$ cat config.mk
export PLATFORM = sky130hd
export DESIGN_NAME = id_ex_stage_reg
export DESIGN_NICKNAME = d
export VERILOG_FILES = /design/src/rtl/id_ex_stage_reg.sv
export SDC_FILE = /design/constraint.sdc
export NUM_CORES = 1
export LEC_CHECK = 0
export CAP_MARGIN = 40
export CELL_PAD_IN_SITES_DETAIL_PLACEMENT = 0
export CELL_PAD_IN_SITES_GLOBAL_PLACEMENT = 1
export CORE_MARGIN = 2
export CORE_UTILIZATION = 27
export CTS_CLUSTER_DIAMETER = 100
export DETAILED_ROUTE_END_ITERATION = 10
export PLACE_DENSITY = 0.82
export SLEW_MARGIN = 20
export SYNTH_ARGS = -nofsm -noshare
export SYNTH_HDL_FRONTEND = slang
export SYNTH_SLANG_ARGS = --single-unit
$ cat constraint.sdc
create_clock -name clk -period 2.6 [get_ports clk]
set_input_delay 0.52 -clock clk [delete_from_list [all_inputs] [get_ports clk]]
set_output_delay 0.52 -clock clk [all_outputs]
set_load 0.005 [all_outputs]
$ cat src/rtl/id_ex_stage_reg.sv
// ID/EX pipeline register with load-use hazard detection, bubble insertion,
// downstream stall hold, branch flush and a saturating bubble counter.
module id_ex_stage_reg #(
  parameter int DATA_W     = 32,
  parameter int REG_ADDR_W = 5,
  parameter int CNT_W      = 16
) (
  input  logic                  clk,
  input  logic                  rst,
  input  logic [1:0]            id_wb,
  input  logic [2:0]            id_m,
  input  logic [3:0]            id_ex,
  input  logic                  id_valid,
  input  logic [DATA_W-1:0]     id_pc4,
  input  logic [DATA_W-1:0]     id_rs_data,
  input  logic [DATA_W-1:0]     id_rt_data,
  input  logic [DATA_W-1:0]     id_imm,
  input  logic [REG_ADDR_W-1:0] id_rs,
  input  logic [REG_ADDR_W-1:0] id_rt,
  input  logic [REG_ADDR_W-1:0] id_rd,
  input  logic                  ex_stall,
  input  logic                  flush,
  output logic [1:0]            ex_wb,
  output logic [2:0]            ex_m,
  output logic [3:0]            ex_ex,
  output logic                  ex_valid,
  output logic [DATA_W-1:0]     ex_pc4,
  output logic [DATA_W-1:0]     ex_rs_data,
  output logic [DATA_W-1:0]     ex_rt_data,
  output logic [DATA_W-1:0]     ex_imm,
  output logic [REG_ADDR_W-1:0] ex_rs,
  output logic [REG_ADDR_W-1:0] ex_rt,
  output logic [REG_ADDR_W-1:0] ex_rd,
  output logic                  hazard_stall,
  output logic                  pc_write,
  output logic                  if_id_write,
  output logic [CNT_W-1:0]      bubble_count
);

  logic [1:0]            wb_q, wb_d;
  logic [2:0]            m_q, m_d;
  logic [3:0]            ex_q, ex_d;
  logic                  valid_q, valid_d;
  logic [DATA_W-1:0]     pc4_q, pc4_d;
  logic [DATA_W-1:0]     rs_data_q, rs_data_d;
  logic [DATA_W-1:0]     rt_data_q, rt_data_d;
  logic [DATA_W-1:0]     imm_q, imm_d;
  logic [REG_ADDR_W-1:0] rs_q, rs_d;
  logic [REG_ADDR_W-1:0] rt_q, rt_d;
  logic [REG_ADDR_W-1:0] rd_q, rd_d;
  logic [CNT_W-1:0]      bubble_count_q, bubble_count_d;

  // A load in EX whose destination feeds the ID instruction; $0 never hazards.
  assign hazard_stall = valid_q & m_q[1] & (rt_q != '0) & id_valid &
                        ((rt_q == id_rs) | (rt_q == id_rt));
  assign pc_write     = ~hazard_stall & ~ex_stall;
  assign if_id_write  = ~hazard_stall & ~ex_stall;

  always_comb begin
    wb_d           = wb_q;
    m_d            = m_q;
    ex_d           = ex_q;
    valid_d        = valid_q;
    pc4_d          = pc4_q;
    rs_data_d      = rs_data_q;
    rt_data_d      = rt_data_q;
    imm_d          = imm_q;
    rs_d           = rs_q;
    rt_d           = rt_q;
    rd_d           = rd_q;
    bubble_count_d = bubble_count_q;
    if (flush || (!ex_stall && hazard_stall)) begin
      wb_d      = '0;
      m_d       = '0;
      ex_d      = '0;
      valid_d   = 1'b0;
      pc4_d     = '0;
      rs_data_d = '0;
      rt_data_d = '0;
      imm_d     = '0;
      rs_d      = '0;
      rt_d      = '0;
      rd_d      = '0;
      if (!flush && (bubble_count_q != '1))
        bubble_count_d = bubble_count_q + 1'b1;
    end else if (!ex_stall) begin
      wb_d      = id_valid ? id_wb : 2'b00;
      m_d       = id_valid ? id_m  : 3'b000;
      ex_d      = id_valid ? id_ex : 4'b0000;
      valid_d   = id_valid;
      pc4_d     = id_pc4;
      rs_data_d = id_rs_data;
      rt_data_d = id_rt_data;
      imm_d     = id_imm;
      rs_d      = id_rs;
      rt_d      = id_rt;
      rd_d      = id_rd;
    end
  end

  always_ff @(posedge clk) begin
    if (rst) begin
      wb_q           <= '0;
      m_q            <= '0;
      ex_q           <= '0;
      valid_q        <= 1'b0;
      pc4_q          <= '0;
      rs_data_q      <= '0;
      rt_data_q      <= '0;
      imm_q          <= '0;
      rs_q           <= '0;
      rt_q           <= '0;
      rd_q           <= '0;
      bubble_count_q <= '0;
    end else begin
      wb_q           <= wb_d;
      m_q            <= m_d;
      ex_q           <= ex_d;
      valid_q        <= valid_d;
      pc4_q          <= pc4_d;
      rs_data_q      <= rs_data_d;
      rt_data_q      <= rt_data_d;
      imm_q          <= imm_d;
      rs_q           <= rs_d;
      rt_q           <= rt_d;
      rd_q           <= rd_d;
      bubble_count_q <= bubble_count_d;
    end
  end

  assign ex_wb        = wb_q;
  assign ex_m         = m_q;
  assign ex_ex        = ex_q;
  assign ex_valid     = valid_q;
  assign ex_pc4       = pc4_q;
  assign ex_rs_data   = rs_data_q;
  assign ex_rt_data   = rt_data_q;
  assign ex_imm       = imm_q;
  assign ex_rs        = rs_q;
  assign ex_rt        = rt_q;
  assign ex_rd        = rd_q;
  assign bubble_count = bubble_count_q;

endmodule

==> results.rst <==
.. list-table::
   :header-rows: 1

   * - Metric
     - Value
   * - Outcome
     - complete, no violations
   * - Antenna fix cells
     - 0
   * - Share of flip-flops with an asynchronous set or reset after synthesis
     - 0%
   * - Required time worst endpoint
     - ~2.1 ns
   * - Largest net degree at the start of global routing
     - between 50 and 60
   * - First-pass GRT wire length
     - ~27 mm
   * - Mean instance size in the synthesized netlist
     - 12.00 um^2
   * - Ports placed on the boundary
     - roughly 330
   * - Number of failing hold endpoints at the final stage
     - 0
   * - TritonCTS buffer count
     - 17
   * - Static leakage
     - ~0.0038 uW
   * - Min setup slack post-route
     - between 0.09 and 0.1 ns
   * - Worst EP arrival
     - 1.99 ns
   * - Remaining design rule violation count
     - 0
   * - Die area
     - around 22000 um^2
   * - Initial Utilization
     - between 20% and 30%
   * - Total grt overflow
     - 0
   * - Skew final
     - roughly 0.014 ns
   * - Number of global-route vias before repair
     - about 5000
   * - Post-detailed-placement half-perimeter wirelength
     - approximately 13 mm
   * - Maximum achievable frequency
     - between 300 and 400 MHz
   * - Layout cells sized above 1
     - 10.22%
   * - Router iterations before antenna repair
     - 5
   * - Clock root buffer master
     - sky130_fd_sc_hd__clkbuf_16
   * - Clock Pin Slew Worst Setup and Hold Paths
     - approximately 0.07 ns
   * - Summed instance area of the synthesized netlist
     - between 5000 and 6000 um^2
   * - Syn nets
     - ~620
   * - X dimension of the die
     - 147.0 um
   * - Routability congestion estimate
     - roughly 0.75
   * - CTS tree
     - done
   * - Number of DRC markers in iteration 0
     - 174
   * - Nature of the critical path endpoint
     - output pin
   * - Final-report max-slew violation count
     - 0
   * - Share of the synthesized area in the top cell type
     - 61.32%
   * - H-tree levels
     - 4
   * - Total area of multi-input combinational cells
     - 2026 um^2
   * - Vias per cell
     - 4.692
   * - Total of max-cap violations
     - 0
   * - Setup TNS Final
     - 0 ns
   * - Post-synth EDFFs
     - 0
   * - Maximum number of buffers from clock root to sink
     - 2
   * - Worst-skew pair later-pin latency
     - roughly 0.43 ns
   * - Top_reg_cell synth
     - sky130_fd_sc_hd__dfxtp_1
   * - Final Cycle Share
     - a little over nine tenths
   * - Leading cell types by total area after synthesis
     - sky130_fd_sc_hd__dfxtp_1, sky130_fd_sc_hd__a22o_1, sky130_fd_sc_hd__clkbuf_1, sky130_fd_sc_hd__xor2_1, sky130_fd_sc_hd__a21oi_1
   * - Worst slew pin tran
     - between 0.4 and 0.5 ns
   * - Final Routed Wirelength
     - ~19 mm
   * - Total area of sequential cells
     - around 3400 um^2
   * - Worst-case headroom to the max-slew limit
     - 68.64%
   * - Start-to-end type of the worst setup path
     - flip-flop to output pin
   * - Maximum fanout count along the critical path
     - 2
   * - Power per standard cell area
     - around 590 nW/um^2
   * - Port-buffer cells
     - between 300 and 400
   * - Setup slack at placement
     - -0.2956 ns
   * - Fin crit period
     - 2.510 ns
   * - Cell type contributing the most total cell area after synthesis
     - sky130_fd_sc_hd__dfxtp_1
   * - Area growth, synth to finish
     - 82.22%
   * - Reg2Reg Setup Slack
     - 0.11 ns
   * - DRT antenna net count
     - 0
   * - Highest-count cells in the layout ignoring fill and taps
     - sky130_fd_sc_hd__clkdlybuf4s50_1, sky130_fd_sc_hd__dfxtp_1, sky130_fd_sc_hd__a22o_1, sky130_fd_sc_hd__buf_4, sky130_fd_sc_hd__clkbuf_16
   * - #FFs+latches synth
     - approximately 170
   * - Number of nets in the layout
     - 967
   * - Post-synthesis sequential area ratio
     - 61.32%
   * - Worst hold path type
     - flip-flop to flip-flop
   * - Total global routing track utilization
     - between 15 and 20%
   * - Number of rows in the core area
     - 52
   * - Die height
     - around 150 um
   * - Critical path launch point type
     - flip-flop
   * - Via count
     - between 5000 and 6000
   * - Fill cell total of the finished layout
     - 1817
   * - Count of unique library cells instantiated by Yosys
     - 38
   * - Peak VDD IR
     - around 360 uV
   * - Clock tree sinks
     - ~170
   * - Core area
     - between 20000 and 25000 um^2
   * - Count of endpoints failing setup in the final report
     - 0
   * - Most common library cell in the layout ignoring fill and taps
     - sky130_fd_sc_hd__clkdlybuf4s50_1
   * - Post-synthesis instance total
     - 460
   * - Post-detailed-route wirelength per cell
     - roughly 17 um
   * - Antenna violations before repair
     - 0
   * - Number of warnings issued by yosys
     - 0
Yosys cell counts (2+ instances only):
cell type / n
sky130_fd_sc_hd__nand2_1: 9
sky130_fd_sc_hd__and3_1: 2
sky130_fd_sc_hd__nand3_1: 6
sky130_fd_sc_hd__buf_2: 10
sky130_fd_sc_hd__nor3_1: 4
sky130_fd_sc_hd__a21oi_1: 11
sky130_fd_sc_hd__nor2_1: 11
sky130_fd_sc_hd__xor2_1: 11
sky130_fd_sc_hd__or3_1: 6
sky130_fd_sc_hd__dfxtp_1: 169
sky130_fd_sc_hd__or4_1: 3
sky130_fd_sc_hd__o31ai_1: 2
sky130_fd_sc_hd__nor4_1: 3
sky130_fd_sc_hd__and4_1: 2
sky130_fd_sc_hd__xnor2_1: 3
sky130_fd_sc_hd__a22o_1: 152
sky130_fd_sc_hd__nand4_1: 4
sky130_fd_sc_hd__clkbuf_1: 26
sky130_fd_sc_hd__o21ai_1: 7
cell families after synthesis:
kind of cell / share of synthesized area [%]
adders and majority gates: 0.2267
DFF: 61.32
muxes: 0.2041
AOI/OAI and AO/OA: 27.23
buffers and inverters: 2.880
and+or+nand+nor: 5.919
xor gates and xnor gates: 2.222
metrics by stage:
step	cell area [um^2]	utilization (%)	total power [uW]	hold WS (ns)	std cells
2_1_floorplan	5518	-	2909	0.4660	460
3_3_place_gp	9261	45.92	3363	0.4545	1051
3_5_place_dp	9261	45.92	3367	0.4532	1051
4_1_cts	9923	49.20	5983	0.4778	1087
5_1_grt	10050	49.85	6166	0.4868	1092
6_report	10050	49.85	5939	0.4757	1092
registers in the layout, indices dropped and copies added, names as in the netlist:
name and flops:
bubble_count 16, ex_ex 4, ex_imm 32, ex_m 3
ex_pc4 32, ex_rd 5, ex_rs 5, ex_rs_data 32
ex_rt 5, ex_rt_data 32, ex_valid 1, ex_wb 2
area by class of cell:
class | instances | area share (%)
inverter | 1 | 0.03733
clock inverter | 14 | 1.755
tap | 270 | 3.360
multi-input combinational | 253 | 20.15
clock buffer | 18 | 4.268
timing repair buffer | 367 | 36.77
sequential | 169 | 33.66
where the power goes:
group	leakage, uW	total (uW)	internal (uW)	switching (uW)
logic	0.00211	629	434	194
clock network	0.000296	2600	1390	1220
registers	0.00138	2710	2660	43.2
total	0.00379	5940	4490	1450
worst paths after layout:
check | start | to | depth (start not counted)
max | ex_rt[3] | pc_write | 6
min reg2reg | ex_rs_data[20] | ex_rs_data[20] | 1
min | ex_rs_data[20] | ex_rs_data[20] | 1
max reg2reg | ex_rt[3] | ex_rt_data[15] | 10
worst max-delay path, cell delays in order, from the launching register on:
cell	delay [ns]
sky130_fd_sc_hd__dfxtp_2	0.32
sky130_fd_sc_hd__or4_4	0.56
sky130_fd_sc_hd__o2111ai_4	0.24
sky130_fd_sc_hd__nor2_2	0.06
sky130_fd_sc_hd__buf_4	0.15
sky130_fd_sc_hd__nor2_4	0.11
sky130_fd_sc_hd__clkbuf_2	0.13
metal layers:
layer | vias up | share of wire (%) | GRT usage [%]
li1 | 2470 | - | -
met1 | 2410 | 43 | 20.09
met5 | - | 0 | 0
met4 | 0 | 1.8 | 5.769
met2 | 224 | 47 | 26.06
met3 | 20 | 7.6 | 5.062
what timing repair did:
item / 4_1_cts / 5_1_grt
hold buffers: 0 / 0
gates cloned: 0 / 5
buffers inserted: 4 / 0
setup endpoints to repair: 3 / 139
resized for setup: 10 / 14
pin swaps: 4 / 5
No activity file was read; power rests on OpenSTA's default activity.
